$ cat config.mk
export PLATFORM = sky130hd
export DESIGN_NAME = led_status_driver
export DESIGN_NICKNAME = d
export VERILOG_FILES = /design/src/rtl/led_status_driver.sv
export SDC_FILE = /design/constraint.sdc
export NUM_CORES = 1
export LEC_CHECK = 0
export CAP_MARGIN = 20
export CORE_ASPECT_RATIO = 1.2
export CORE_MARGIN = 2
export CORE_UTILIZATION = 55
export DETAILED_ROUTE_END_ITERATION = 10
export HOLD_SLACK_MARGIN = 0.05
export PLACE_DENSITY_LB_ADDON = 0.08
export SYNTH_ARGS = -nofsm -noshare
export SYNTH_HDL_FRONTEND = slang
export SYNTH_SLANG_ARGS = --single-unit
$ cat constraint.sdc
create_clock -name clk -period 2.01 [get_ports clk]
set_clock_uncertainty 0.05 [all_clocks]
set_input_delay 0.3015 -clock clk [delete_from_list [all_inputs] [get_ports clk]]
set_output_delay 0.3015 -clock clk [all_outputs]
set_load 0.005 [all_outputs]
$ cat src/rtl/led_status_driver.sv
// led_status_driver: per-channel configurable LED driver.
//
// A shared free-running counter feeds every channel. Each channel holds its
// own mode, value and stretch timer, written through a one-cycle write port.
// The LED outputs are registered, so they always describe the state that
// stood before the edge (one cycle behind the counter).
//
// Channel modes:
//   COUNT   - top counter bits, reproducing the legacy counter display
//   STATIC  - value bit 0
//   BLINK   - a counter bit picked by value[4:0] (clamped to the counter MSB)
//   PWM     - cnt[PWM_BITS-1:0] < value
//   STRETCH - retriggerable pulse stretcher driven by event_in
//   5..7    - reserved, LED held off
module led_status_driver #(
    parameter int NUM_LEDS     = 8,
    parameter int CNT_WIDTH    = 32,
    parameter int PWM_BITS     = 8,
    parameter int STRETCH_BITS = 24,
    parameter int AW           = (NUM_LEDS > 1) ? $clog2(NUM_LEDS) : 1
) (
    input  logic                clk,
    input  logic                reset,
    input  logic                cfg_wr,
    input  logic [AW-1:0]       cfg_addr,
    input  logic [2:0]          cfg_mode,
    input  logic [PWM_BITS-1:0] cfg_value,
    input  logic [NUM_LEDS-1:0] event_in,
    output logic [NUM_LEDS-1:0] led
);

    // Mode encodings as they appear on cfg_mode and in the mode registers.
    // Reserved encodings are stored unchanged so they read back as written.
    localparam logic [2:0] MODE_COUNT   = 3'd0;
    localparam logic [2:0] MODE_STATIC  = 3'd1;
    localparam logic [2:0] MODE_BLINK   = 3'd2;
    localparam logic [2:0] MODE_PWM     = 3'd3;
    localparam logic [2:0] MODE_STRETCH = 3'd4;

    // Highest counter bit a BLINK channel may select.
    localparam int BLINK_MAX = CNT_WIDTH - 1;

    // Value loaded by a stretch event; the LED then stays lit for
    // 2^STRETCH_BITS cycles in total (event edge plus full countdown).
    localparam logic [STRETCH_BITS-1:0] TIMER_FULL = {STRETCH_BITS{1'b1}};

    logic [CNT_WIDTH-1:0] cnt_reg;

    // Shared free-running counter, wraps naturally at all-ones.
    always_ff @(posedge clk) begin
        if (reset) begin
            cnt_reg <= '0;
        end else begin
            cnt_reg <= cnt_reg + CNT_WIDTH'(1);
        end
    end

    genvar gi;
    generate
        for (gi = 0; gi < NUM_LEDS; gi++) begin : g_chan
            logic                    wr_hit;
            logic                    event_take;
            logic [2:0]              mode_reg;
            logic [PWM_BITS-1:0]     value_reg;
            logic [STRETCH_BITS-1:0] timer_reg;
            logic [STRETCH_BITS-1:0] timer_next;
            logic                    led_reg;
            logic                    led_next;
            logic [4:0]              blink_k;
            logic                    blink_bit;
            logic                    count_bit;
            logic                    pwm_bit;
            logic                    stretch_bit;

            // Only in-range addresses can ever match a channel index, so
            // writes to addresses >= NUM_LEDS fall through untouched.
            assign wr_hit = cfg_wr && (cfg_addr == AW'(gi));

            // A write to this channel on the same edge drops the event.
            assign event_take = event_in[gi] && (mode_reg == MODE_STRETCH) && !wr_hit;

            // Mode and value registers, loaded by a write to this channel.
            always_ff @(posedge clk) begin
                if (reset) begin
                    mode_reg  <= MODE_COUNT;
                    value_reg <= '0;
                end else if (wr_hit) begin
                    mode_reg  <= cfg_mode;
                    value_reg <= cfg_value;
                end
            end

            // Stretch timer: write clears, accepted event reloads, otherwise
            // it runs down to zero regardless of the channel mode.
            always_comb begin
                timer_next = timer_reg;
                if (wr_hit) begin
                    timer_next = '0;
                end else if (event_take) begin
                    timer_next = TIMER_FULL;
                end else if (timer_reg != '0) begin
                    timer_next = timer_reg - STRETCH_BITS'(1);
                end
            end

            // BLINK bit selection, clamped to the counter MSB for narrow counters.
            always_comb begin
                blink_k = value_reg[4:0];
                if (int'(blink_k) > BLINK_MAX) begin
                    blink_k = BLINK_MAX[4:0];
                end
                blink_bit = |(cnt_reg & (CNT_WIDTH'(1) << blink_k));
            end

            assign count_bit   = cnt_reg[CNT_WIDTH-NUM_LEDS+gi];
            assign pwm_bit     = (cnt_reg[PWM_BITS-1:0] < value_reg);
            assign stretch_bit = (timer_reg != '0) || event_take;

            // Per-mode LED decode from the pre-edge state.
            always_comb begin
                led_next = 1'b0;
                case (mode_reg)
                    MODE_COUNT:   led_next = count_bit;
                    MODE_STATIC:  led_next = value_reg[0];
                    MODE_BLINK:   led_next = blink_bit;
                    MODE_PWM:     led_next = pwm_bit;
                    MODE_STRETCH: led_next = stretch_bit;
                    default:      led_next = 1'b0;
                endcase
            end

            // Timer state and registered LED output.
            always_ff @(posedge clk) begin
                if (reset) begin
                    timer_reg <= '0;
                    led_reg   <= 1'b0;
                end else begin
                    timer_reg <= timer_next;
                    led_reg   <= led_next;
                end
            end

            assign led[gi] = led_reg;
        end
    endgenerate

endmodule

==> impl_metrics.sql <==
INSERT INTO impl_metrics (metric_group, metric, value, unit) VALUES
('cells_and_area', 'layout-drive-gt1-share', '0.2685', ''),
('synthesis', 'yosys_most_used_dff', 'dfxtp_1', ''),
('grt', 'first_global_vias', '17880', ''),
('synthesis', 'syn_nets', '2436', ''),
('clock_tree', 'cts.sink_count', '320', ''),
('drt', 'first_drt_pass_iteration_count', '5', ''),
('setup_path', 'worst_ep_required_time', '2.38', 'ns'),
('sta', 'setup_slack', '-0.2156', 'ns'),
('clock_tree', 'cts_tree', 'done', ''),
('drt', 'postRouteWirelength', '59.41', 'mm'),
('setup_path', 'rrSetupSlack', '-0.22', 'ns'),
('synthesis', 'synth_largest_type_area_fraction', '0.3443', ''),
('cells_and_area', 'synth_to_layout_area_growth', '31.27', '%'),
('setup_path', 'reg2reg_from', 'g_chan[3].timer_reg[2]', ''),
('clock_tree', 'numCtsBuffers', '37', ''),
('synthesis', 'postSynth.asyncResetShare', '0', ''),
('setup_path', 'critPathArrivalTime', '2.59', 'ns'),
('floorplanning', 'fp-row-count', '73', ''),
('sta', 'final_hold_viol_count', '0', ''),
('cells_and_area', 'largest_reg_flops', '192', ''),
('drt', 'detail_route.drc_violations', '0', ''),
('sta', 'max_freq', '0.4493', 'GHz'),
('synthesis', 'syn_avg_cell_area', '7.950', 'um2'),
('sta', 'slew-limit-headroom', '0.5580', ''),
('run_status', 'failed_checks', 'negative setup slack', ''),
('setup_path', 'timing.critical_path.from', 'g_chan[3].timer_reg[2]', ''),
('drt', 'vias', '18630', ''),
('grt', 'grt_first_pass_wirelength', '90.91', 'mm'),
('power_and_ir_drop', 'intPower', '22600', 'uW'),
('synthesis', 'synth-seq-cells', '320', ''),
('synthesis', 'netlist_instances', '2340', ''),
('cells_and_area', 'fin_cells', '3099', ''),
('place', 'place_hpwl', '38.93', 'mm'),
('setup_path', 'crit_type', 'register to register', ''),
('place', 'place.detailed.instances', '2987', ''),
('floorplanning', 'io_pins', '33', ''),
('place', 'pre_cts_ws', '-0.2511', 'ns'),
('floorplanning', 'overall_die_area', '0.03532', 'mm2'),
('sta', 'final-setup-viol-count', '74', ''),
('clock_tree', 'root_buffer', 'clkbuf_16', ''),
('min_path', 'timing.hold.worst.class', 'primary input to register', ''),
('cells_and_area', 'final_nets', '2717', ''),
('floorplanning', 'floorplan.die.width', '171.9', 'um'),
('place', 'place.port_buffers', '32', ''),
('power_and_ir_drop', 'power_per_cell_area', '1500', 'mW/mm2'),
('power_and_ir_drop', 'p_switching', '14020', 'uW'),
('power_and_ir_drop', 'comb_power_share', '0.548', ''),
('clock_tree', 'worstSkewPairLatency', '0.54', 'ns'),
('run_status', 'run_status', 'complete, but fails checks', ''),
('synthesis', 'seq_area_frac_synth', '0.3443', ''),
('power_and_ir_drop', 'p_total', '36620', 'uW'),
('power_and_ir_drop', 'max-vdd-ir-drop', '1.286', 'mV'),
('sta', 'worst-slew-pin-transition', '0.6605', 'ns'),
('floorplanning', 'die_h', '205.5', 'um'),
('synthesis', 'post-synth-top-count-cell', 'dfxtp_1', ''),
('grt', 'globalRouteTotalUtil', '0.3207', ''),
('setup_path', 'timing.rr.end', 'g_chan[3].timer_reg[19]', ''),
('clock_tree', 'cts-htree-levels', '2', ''),
('setup_path', 'critPathCapture', 'g_chan[3].timer_reg[19]', ''),
('drt', 'average_wire_length_per_cell_after_detail_routing', '19.17', 'um'),
('setup_path', 'worstSetupStartpointType', 'register', ''),
('synthesis', 'synthDominantAreaCellType', 'dfxtp_1', ''),
('drt', 'post_drt_via_cell_ratio', '6.012', ''),
('synthesis', 'synthesis.yosys.warnings', '0', ''),
('synthesis', 'post_synth_most_frequent_cells', 'dfxtp_1, a21oi_1, nand2_1', ''),
('cells_and_area', 'multi_input_comb_area', '0.01224', 'mm2'),
('synthesis', 'ys_types', '84', ''),
('floorplanning', 'core_area', '0.03325', 'mm2'),
('drt', 'drt-initial-drc-count', '1479', ''),
('grt', 'gr-usage-met2', '0.5548', ''),
('cells_and_area', 'area_used_by_sequential_logic_in_the_layout', '0.006456', 'mm2');
## critical path: stages, from the launching register on
cell	delay [ns]
dfxtp_2	0.32
or4_4	0.54
buf_6	0.14
nor4_4	0.13
buf_4	0.17
nand4_1	0.20
nor4_2	0.30
xnor2_1	0.18
a21oi_1	0.08
## per-stage QoR
stage | setup TNS, ns | hold WS [ns] | cell area, um2 | utilization
after CTS | -4.002 | 0.2016 | 23550 | 0.7085
after global routing | -16.01 | 0.2211 | 24420 | 0.7345
after global placement | -26.32 | 0.3934 | 21700 | 0.6527
final | -6.319 | 0.2192 | 24420 | 0.7345
after detailed placement | -30.19 | 0.4003 | 21700 | 0.6527
after floorplan | -2.861 | 0.3863 | 18810 | -
## routing by layer
layer	part of all wire	wire length (um)
met1	0.40	23580
met2	0.49	28940
met3	0.067	3955
met4	0.049	2939
met5	0	0
## layout by cell type (no fill, tap or decap), types with 31 or more instances in the layout
cell type          n
nand3_1           65
clkdlybuf4s50_1   31
nor2_1           126
o21ai_0           54
a21oi_1          294
dfxtp_2           34
nand4_1           38
nor3_1            48
a31oi_1           41
nand2_1          269
mux2i_1           31
ha_1              68
xnor2_1           84
buf_6             34
nand3b_1          37
inv_1             83
xor2_1            93
dfxtp_1          284
clkbuf_16         39
buf_4            336
## worst min-delay path by stage
stage,start,to,slack (ns),cells after the start
2_1_floorplan,g_chan[0].value_reg[5],g_chan[0].value_reg[5],0.39,2
3_3_place_gp,g_chan[1].value_reg[7],g_chan[1].value_reg[7],0.39,2
3_5_place_dp,g_chan[6].value_reg[5],g_chan[6].value_reg[5],0.40,2
4_1_cts,reset,cnt_reg[27],0.20,3
5_1_grt,reset,g_chan[2].value_reg[3],0.22,3
6_report,reset,cnt_reg[27],0.22,3
## cell type report
type | instances | area share
inverters | 89 | 0.01368
repair buffers | 418 | 0.1456
diodes | 1 | 0.0001025
clock inverters | 13 | 0.005994
clock buffers | 53 | 0.04580
well taps | 450 | 0.02306
flip-flops and latches | 320 | 0.2644
multi-input cells | 1755 | 0.5014
## power by group through the flow
stage	logic [uW]	clock network (uW)	registers, uW
2_1_floorplan	10100	0	9260
3_3_place_gp	14600	0	9280
3_5_place_dp	15100	0	9370
4_1_cts	17100	7100	9360
5_1_grt	21700	7360	9780
6_report	20100	6990	9580
## cell families after synthesis
kind of cell    synth area share
compound gates            0.1777
buf+inv                  0.05811
flops                     0.3443
xor+xnor                 0.08804
simple gates              0.2547
mux                      0.02939
fa+ha+maj                0.04775
## timing repair
action	CTS	global route
cloned	1	2
endpoints found under the setup margin	100	152
setup buffers	20	23
hold buffers	0	0
pin swaps	58	159
resized for setup	95	170
Power figures use the tool's default switching activity.
